File: src/rtl/decode_stage.sv
// ID stage of the pipelined MIPS core: decodes IF/ID into the ID/EX register, detects load-use hazards, counts stalls.
// Optional opcodes (bltz, ble, sltiu, ori) are decoded only when DECODE_EXT_OPS_EN is defined.
module decode_stage #(
    parameter int REG_ADDR_W = 5,
    parameter int ALU_OP_W   = 3,
    parameter int CNT_W      = 16
) (
    input  logic                  clk_i,
    input  logic                  rst_i,
    input  logic [31:0]           instr_i,
    input  logic                  instr_valid_i,
    input  logic                  flush_i,
    output logic                  stall_o,
    output logic                  ex_valid_o,
    output logic                  ex_reg_write_o,
    output logic                  ex_alu_src_o,
    output logic                  ex_alu_signed_o,
    output logic                  ex_branch_o,
    output logic                  ex_jump_o,
    output logic                  ex_mem_read_o,
    output logic                  ex_mem_write_o,
    output logic                  ex_illegal_o,
    output logic [ALU_OP_W-1:0]   ex_alu_op_o,
    output logic [1:0]            ex_reg_dst_o,
    output logic [1:0]            ex_branch_type_o,
    output logic [1:0]            ex_mem_to_reg_o,
    output logic [REG_ADDR_W-1:0] ex_rs_o,
    output logic [REG_ADDR_W-1:0] ex_rt_o,
    output logic [REG_ADDR_W-1:0] ex_rd_o,
    output logic [CNT_W-1:0]      stall_cnt_o
);

    typedef struct packed {
        logic                  valid;
        logic                  reg_write;
        logic                  alu_src;
        logic                  alu_signed;
        logic                  branch;
        logic                  jump;
        logic                  mem_read;
        logic                  mem_write;
        logic                  illegal;
        logic [ALU_OP_W-1:0]   alu_op;
        logic [1:0]            reg_dst;
        logic [1:0]            branch_type;
        logic [1:0]            mem_to_reg;
        logic [REG_ADDR_W-1:0] rs;
        logic [REG_ADDR_W-1:0] rt;
        logic [REG_ADDR_W-1:0] rd;
    } idex_t;

    idex_t            ex_q, ex_d, dec;
    logic [CNT_W-1:0] cnt_q, cnt_d;
    logic [5:0]       opcode;
    logic             rs_src, rt_src, hazard, stall;

    assign opcode = instr_i[31:26];

    always_comb begin
        dec            = '0;
        dec.valid      = 1'b1;
        dec.alu_signed = 1'b1;
        dec.rs         = REG_ADDR_W'(instr_i[25:21]);
        dec.rt         = REG_ADDR_W'(instr_i[20:16]);
        dec.rd         = REG_ADDR_W'(instr_i[15:11]);
        rt_src         = 1'b0;
        case (opcode)
            6'd0: begin
                dec.reg_write = 1'b1;
                dec.reg_dst   = 2'b01;
                dec.alu_op    = ALU_OP_W'(3'b010);
                rt_src        = 1'b1;
            end
            6'd2: dec.jump = 1'b1;
            6'd3: begin
                dec.jump       = 1'b1;
                dec.reg_write  = 1'b1;
                dec.reg_dst    = 2'b10;
                dec.mem_to_reg = 2'b10;
            end
            6'd4, 6'd5: begin
                dec.branch      = 1'b1;
                dec.alu_op      = ALU_OP_W'(3'b001);
                dec.branch_type = {1'b0, opcode[0]};
                rt_src          = 1'b1;
            end
            6'd8: begin
                dec.reg_write = 1'b1;
                dec.alu_src   = 1'b1;
            end
            6'd35: begin
                dec.mem_read   = 1'b1;
                dec.reg_write  = 1'b1;
                dec.alu_src    = 1'b1;
                dec.mem_to_reg = 2'b01;
            end
            6'd43: begin
                dec.mem_write = 1'b1;
                dec.alu_src   = 1'b1;
                rt_src        = 1'b1;
            end
`ifdef DECODE_EXT_OPS_EN
            6'd1: begin
                dec.branch      = 1'b1;
                dec.branch_type = 2'b11;
                dec.alu_op      = ALU_OP_W'(3'b001);
            end
            6'd6: begin
                dec.branch      = 1'b1;
                dec.branch_type = 2'b10;
                dec.alu_op      = ALU_OP_W'(3'b001);
                rt_src          = 1'b1;
            end
            6'd9, 6'd13: begin
                dec.reg_write  = 1'b1;
                dec.alu_src    = 1'b1;
                dec.alu_signed = 1'b0;
                dec.alu_op     = (opcode == 6'd9) ? ALU_OP_W'(3'b011) : ALU_OP_W'(3'b100);
            end
`endif
            default: begin
                dec.alu_signed = 1'b0;
                dec.illegal    = 1'b1;
            end
        endcase
    end

    // Jumps carry target bits in the rs/rt fields, so they never read registers.
    assign rs_src = (opcode != 6'd2) && (opcode != 6'd3);

    assign hazard = instr_valid_i && ex_q.valid && ex_q.mem_read && (ex_q.rt != '0) &&
                    ((rs_src && (ex_q.rt == dec.rs)) || (rt_src && (ex_q.rt == dec.rt)));
    assign stall  = hazard && !flush_i;

    always_comb begin
        ex_d = dec;
        if (flush_i || hazard || !instr_valid_i) begin
            ex_d = '0;
        end
        cnt_d = cnt_q;
        if (stall && (cnt_q != '1)) begin
            cnt_d = cnt_q + 1'b1;
        end
    end

    always_ff @(posedge clk_i or negedge rst_i) begin
        if (!rst_i) begin
            ex_q  <= '0;
            cnt_q <= '0;
        end else begin
            ex_q  <= ex_d;
            cnt_q <= cnt_d;
        end
    end

    assign stall_o          = stall;
    assign ex_valid_o       = ex_q.valid;
    assign ex_reg_write_o   = ex_q.reg_write;
    assign ex_alu_src_o     = ex_q.alu_src;
    assign ex_alu_signed_o  = ex_q.alu_signed;
    assign ex_branch_o      = ex_q.branch;
    assign ex_jump_o        = ex_q.jump;
    assign ex_mem_read_o    = ex_q.mem_read;
    assign ex_mem_write_o   = ex_q.mem_write;
    assign ex_illegal_o     = ex_q.illegal;
    assign ex_alu_op_o      = ex_q.alu_op;
    assign ex_reg_dst_o     = ex_q.reg_dst;
    assign ex_branch_type_o = ex_q.branch_type;
    assign ex_mem_to_reg_o  = ex_q.mem_to_reg;
    assign ex_rs_o          = ex_q.rs;
    assign ex_rt_o          = ex_q.rt;
    assign ex_rd_o          = ex_q.rd;
    assign stall_cnt_o      = cnt_q;

endmodule

File: config.mk
export PLATFORM = sky130hd
export DESIGN_NAME = decode_stage
export DESIGN_NICKNAME = d
export VERILOG_FILES = /design/src/rtl/decode_stage.sv
export SDC_FILE = /design/constraint.sdc
export NUM_CORES = 1
export LEC_CHECK = 0
export CORE_UTILIZATION = 32
export CTS_BUF_LIST = sky130_fd_sc_hd__clkbuf_8 sky130_fd_sc_hd__clkbuf_16
export CTS_CLUSTER_SIZE = 10
export DETAILED_ROUTE_END_ITERATION = 10
export PLACE_DENSITY = 0.74
export SLEW_MARGIN = 20
export SYNTH_ARGS = -nofsm -noshare
export SYNTH_HDL_FRONTEND = slang
export SYNTH_SLANG_ARGS = --single-unit
File: constraint.sdc
create_clock -name clk_i -period 6.1 [get_ports clk_i]
set_clock_uncertainty 0.2 [all_clocks]
set_input_delay 0.61 -clock clk_i [delete_from_list [all_inputs] [get_ports clk_i]]
set_output_delay 0.61 -clock clk_i [all_outputs]
set_load 0.01 [all_outputs]
==> results of run 1 <==
-- worst max-delay path: cells and delay by family --
family / cells / cell delay, ns
buffers and inverters: 2 / 1.00
AND/OR/NAND/NOR: 3 / 0.63
AO/OA/AOI/OAI: 1 / 0.23
XOR/XNOR: 1 / 0.16
-- final cells by class --
class	instances	area, um2	share of cell area
Sequential cell	47	1180	0.397
Timing Repair Buffer	72	718	0.242
Clock inverter	2	16.3	0.00549
Multi-Input combinational cell	125	857	0.289
Tap cell	77	96.3	0.0325
Inverter	5	18.8	0.00633
Clock buffer	6	82.6	0.0278
-- sequential cells by signal, indices dropped and copies added, names as in the netlist, 2 cells and up --
signal / cells
ex_alu_op_o: 2
ex_reg_dst_o: 2
ex_rt_o: 5
stall_cnt_o: 16
ex_rs_o: 5
ex_rd_o: 5
ex_mem_to_reg_o: 2
-- power by group --
part	internal [mW]	switching (mW)
clock	0.0926	0.107
combinational	0.0307	0.0270
sequential	0.316	0.00309
-- Yosys cell counts, types with 2 or more instances --
cell type / n / area share
buf_4: 3 / 0.011
nor3_1: 3 / 0.0072
inv_1: 5 / 0.0090
nand2b_1: 4 / 0.012
and2_1: 17 / 0.051
nand2_1: 7 / 0.013
dfrtp_1: 47 / 0.56
xor2_1: 7 / 0.029
nand4_1: 6 / 0.018
nand3_1: 8 / 0.019
and3_1: 13 / 0.039
nor2_1: 8 / 0.014
or2_1: 2 / 0.0060
xnor2_1: 17 / 0.071
and4_1: 5 / 0.021
nor3b_1: 2 / 0.0072
buf_2: 2 / 0.0048
o21ai_0: 2 / 0.0048
-- worst paths after layout --
check	start	end	slack [ns]
setup / recovery	instr_i[17]	stall_o	2.66
hold / removal	rst_i	ex_rs_o[3]	0.11
setup reg to reg	ex_rt_o[1]	ex_mem_write_o	3.46
hold reg to reg	stall_cnt_o[9]	stall_cnt_o[9]	0.32
max in group asynchronous	rst_i	ex_mem_write_o	5.19
min in group clk_i	stall_cnt_o[9]	stall_cnt_o[9]	0.32
-- kinds of logic (layout without fill, tap and decap cells) --
family	after synthesis	count (layout)	synth area share
AOI/OAI and AO/OA	13	13	0.0508
buffers and inverters	12	85	0.0316
DFF	47	47	0.561
muxes	1	1	0.00537
and+or+nand+nor	84	84	0.243
xor gates and xnor gates	24	24	0.100
other	1	2	0.00179
adders and majority gates	1	1	0.00597
-- through the flow --
| stage | util | instance area [um2] | std cells | hold WS (ns) | total power, mW |
|---|---|---|---|---|---|
| 4_1_cts | 0.467 | 2960 | 334 | 0.320 | 0.588 |
| 2_1_floorplan | - | 2100 | 184 | 0.114 | 0.347 |
| 6_report | 0.467 | 2970 | 334 | 0.114 | 0.577 |
| 3_5_place_dp | 0.451 | 2860 | 326 | 0.305 | 0.384 |
| 5_1_grt | 0.467 | 2970 | 334 | 0.159 | 0.605 |
| 3_3_place_gp | 0.451 | 2860 | 326 | 0.280 | 0.383 |
-- layer usage --
metal | share of wire | wire (um)
met1 | 0.44 | 1910
met2 | 0.47 | 2040
met3 | 0.084 | 365
met4 | 0.0074 | 32
met5 | 0 | 0
==> flow_metrics.env, run 1 <==
export IMPL_grt_busiest_layer="met2"
export IMPL_synth_distinct_cells=43
export IMPL_drt_wl_total_mm=4.35
export IMPL_synth_edff_count=0
export IMPL_relSlewSlack=0.336
export IMPL_antenna_cells=0
export IMPL_met1_usage=0.161
export IMPL_fin_ws_ns=2.66
export IMPL_hold_viol_final=0
export IMPL_worstMarginPinSlew_ns=0.995
export IMPL_clkLatencyLatePin_ns=0.30
export IMPL_firstDrtPassIters=4
export IMPL_rsz0062_at_grt="no"
export IMPL_cp_slowest_cell="clkdlybuf4s50_1"
export IMPL_hold_path_class="primary input to asynchronous set/reset pin"
export IMPL_viasPerCell=4.77
export IMPL_path_cells="clkdlybuf4s50_1 -> xor2_1 -> nor4_1 -> nand3_1 -> o21ai_1 -> nor2b_1 -> clkdlybuf4s50_1"
export IMPL_cp_data_required_time_ns=5.29
export IMPL_cts_buffers=5
export IMPL_start_kind="primary input"
export IMPL_initial_core_util=0.330
export IMPL_root_buffer="clkbuf_8"
export IMPL_fin_crit_ns=3.44
export IMPL_io_pins=86
export IMPL_grt_util_met3=0.0586
export IMPL_vdd_ir_drop_max_mv=0.0914
export IMPL_synth_seq_cells=47
export IMPL_cp_slowest_stage_delay_ns=0.57
export IMPL_cts_max_level=2
export IMPL_ys_async_sr_fraction=1.00
export IMPL_synthCells=183
export IMPL_clk_path_buf_depth=2
export IMPL_layout_commonest_cell="clkdlybuf4s50_1"
export IMPL_use_met2=0.213
export IMPL_routedWlPerCell_um=13.0
export IMPL_post_place_ws_ns=2.63
export IMPL_grt_usage=0.132
export IMPL_cts_resized=0
export IMPL_synth_warnings=0
export IMPL_gp_congestion=0.818
export IMPL_path_clk_slew_ns=0.10
export IMPL_setup_viol=0
export IMPL_ys_flop_type="dfrtp_1"
export IMPL_cts_setup_buffers=0
export IMPL_drt_iter0_drc=28
export IMPL_ys_seq_area_frac=0.561
export IMPL_grt_max_degree=48
export IMPL_worstPathArrival_ns=2.63
export IMPL_p_per_area_nw_per_um2=195
export IMPL_core_area_um2=6350
export IMPL_die_area_um2=6880
export IMPL_synthToLayoutAreaGrowth_pct=41.5
export IMPL_tritoncts="done"
export IMPL_dpl_hpwl_mm=3.15
export IMPL_crit_path_end_kind="output pin"
export IMPL_grt_pass1_wl_mm=7.24
export IMPL_ant_nets=0
export IMPL_path_class="primary input to output pin"
export IMPL_post_route_period_util=0.563
export IMPL_port_buffers=72
export IMPL_fill_cells=570
export IMPL_max_freq_mhz=291
export IMPL_synth_area_um2=2100
export IMPL_vias=1592
export IMPL_rr_worst_depth=6
export IMPL_cp_common_cell="clkdlybuf4s50_1"
export IMPL_cap_viol_max_count=0
export IMPL_drive_above_1_share=0.0584
export IMPL_antenna_found_initial=0
export IMPL_die_h_um=82.9
export IMPL_report_final_slew_viol_count=0
export IMPL_avgSynthCellArea_um2=11.5
export IMPL_postCtsHoldBufs=0
export IMPL_p_leak_nw=1.32
export IMPL_layout_common_cells="clkdlybuf4s50_1, dfrtp_1, xnor2_1, and2_1, and3_1"
export IMPL_drc_errors=0
export IMPL_grt_overflow_total=0
export IMPL_status="finished clean"
export IMPL_cp_max_fo=2
export IMPL_fin_setup_tns_ns=0
export IMPL_fp_dieW_um=82.9
export IMPL_rows=29
export IMPL_cts_sinks=47
export IMPL_fin_nets=293
export IMPL_grt_pass1_vias=1515
(Power assumes the default switching activity.)
==> inputs of run 2 (changes only) <==
- PLACE_DENSITY: 0.74 -> 0.76
- clock period: 6.1 -> 2.9 ns (I/O delays scaled with it)
==> flow_metrics.env, run 2 (synthesis results as in run 1) <==
export IMPL_p_leak_nw=1.38
export IMPL_cts_setup_buffers=0
export IMPL_holdWs_ns=0.288
export IMPL_worstPathArrival_ns=1.91
export IMPL_reg2reg_slack_ns=0.73
export IMPL_ant_nets=0
export IMPL_initial_core_util=0.330
export IMPL_grt_pass1_wl_mm=7.88
export IMPL_fp_dieW_um=82.9
export IMPL_hold_viol_final=0
export IMPL_antenna_cells=0
export IMPL_drive_above_1_share=0.0795
export IMPL_worstMarginPinSlew_ns=0.586
export IMPL_cap_viol_max_count=0
export IMPL_gp_congestion=0.761
export IMPL_clkLatencyLatePin_ns=0.29
export IMPL_combPwrFrac=0.111
export IMPL_cts_buffers=5
export IMPL_fill_cells=595
export IMPL_p_sw_mw=0.270
export IMPL_relSlewSlack=0.609
export IMPL_status="finished clean"
export IMPL_report_final_slew_viol_count=0
export IMPL_port_buffers=72
export IMPL_die_h_um=82.9
export IMPL_hold_path_endpoint="stall_cnt_o[9]"
export IMPL_rows=29
export IMPL_clockPowerShare=0.314
export IMPL_viasPerCell=4.85
export IMPL_crit_path_end_kind="output pin"
export IMPL_final_util=0.475
export IMPL_routedWlPerCell_um=13.2
export IMPL_rr_worst_depth=6
export IMPL_worstHoldStart="stall_cnt_o[9]"
export IMPL_p_total_mw=1.17
export IMPL_root_buffer="clkbuf_8"
export IMPL_drc_errors=0
export IMPL_fin_nets=300
export IMPL_grt_pass1_vias=1722
export IMPL_cts_sinks=47
export IMPL_path_class="primary input to output pin"
export IMPL_fin_crit_ns=2.40
export IMPL_vdd_ir_drop_max_mv=0.191
export IMPL_rr_endpoint="stall_cnt_o[1]"
export IMPL_grt_overflow_total=0
export IMPL_antenna_found_initial=0
export IMPL_p_per_area_nw_per_um2=387
export IMPL_path_clk_slew_ns=0.07
export IMPL_cp_data_required_time_ns=2.41
export IMPL_grt_max_degree=48
export IMPL_layout_commonest_cell="clkdlybuf4s50_1"
export IMPL_layout_common_cells="clkdlybuf4s50_1, dfrtp_1, xnor2_1, and2_1, and3_1"
export IMPL_hold_path_class="flip-flop to flip-flop"
export IMPL_rr_startpoint="stall_cnt_o[0]"
export IMPL_stdcell_area_um2=3020
export IMPL_tritoncts="done"
export IMPL_core_area_um2=6350
export IMPL_drt_iter0_drc=31
export IMPL_dpl_hpwl_mm=3.34
export IMPL_die_area_um2=6880
export IMPL_swShare=0.232
export IMPL_largest_reg_flops=16
export IMPL_placed_area_um2=2910
export IMPL_fin_setup_tns_ns=0
export IMPL_io_pins=86
export IMPL_clk_path_buf_depth=2
export IMPL_drt_wl_total_mm=4.51
export IMPL_setup_viol=0
export IMPL_synthToLayoutAreaGrowth_pct=43.9
export IMPL_cts_max_level=2
export IMPL_grt_usage=0.141
export IMPL_start_kind="primary input"
export IMPL_seq_power_share=0.575
export IMPL_max_freq_mhz=417
export IMPL_post_route_period_util=0.826
export IMPL_holdPathStages=1
export IMPL_internal_power_mw=0.897
export IMPL_firstDrtPassIters=4
export IMPL_vias=1654
export IMPL_rsz0062_at_grt="no"
export IMPL_cp_max_fo=7
run 2: how the worst max path moves through the flow:
| stage | start | to | slack (ns) | cells past startpoint |
|---|---|---|---|---|
| floorplan | stall_cnt_o[0] | stall_cnt_o[15] | 0.82 | 8 |
| global placement | instr_i[17] | stall_o | 0.14 | 7 |
| detailed placement | instr_i[20] | stall_o | 0.13 | 7 |
| CTS | ex_rt_o[1] | stall_o | 0.07 | 6 |
| global route | ex_rt_o[1] | stall_o | 0.37 | 6 |
| finish | instr_i[27] | stall_o | 0.50 | 7 |
run 2: metrics by stage:
stage / std cells / setup WS [ns]
floorplan: 184 / 0.816
global placement: 332 / 0.142
detailed placement: 332 / 0.127
CTS: 340 / 0.0736
global route: 341 / 0.372
finish: 341 / 0.504
run 2: power by group through the flow:
| stage | combinational (mW) | clock (mW) | sequential (mW) |
|---|---|---|---|
| floorplan | 0.0395 | 0 | 0.690 |
| global placement | 0.127 | 0 | 0.685 |
| detailed placement | 0.129 | 0 | 0.685 |
| CTS | 0.129 | 0.388 | 0.672 |
| global route | 0.143 | 0.424 | 0.673 |
| finish | 0.129 | 0.367 | 0.672 |
run 2: final cells by class:
cell class / count / area, um2 / area share
multi-input cells: 125 / 867 / 0.288
clock buffers: 5 / 68.8 / 0.0228
repair buffers: 79 / 776 / 0.257
inverters: 5 / 18.8 / 0.00622
well taps: 77 / 96.3 / 0.0320
flip-flops and latches: 47 / 1180 / 0.390
clock inverters: 3 / 12.5 / 0.00415
run 2: layer usage:
metal  up-vias  GRT usage  wire length (um)
li1        792          -                 -
met1       815      0.164              1900
met2        45      0.242              2320
met3         2     0.0487               273
met4         0     0.0423                15
met5         -          0                 0
run 2: worst max-delay path, cell delays in order:
cell             delay (ns)
clkdlybuf4s50_1        0.60
nand2b_1               0.11
or3_4                  0.40
nand4_2                0.13
o21ai_2                0.07
nor2b_1                0.13
dlymetal6s2s_1         0.17
run 2: what timing repair did:
| item | CTS | global route |
|---|---|---|
| endpoints found under the hold margin | 0 | 47 |
| setup endpoints to repair | 0 | 1 |
| hold buffers | 0 | 1 |
| gates resized for setup | 0 | 3 |
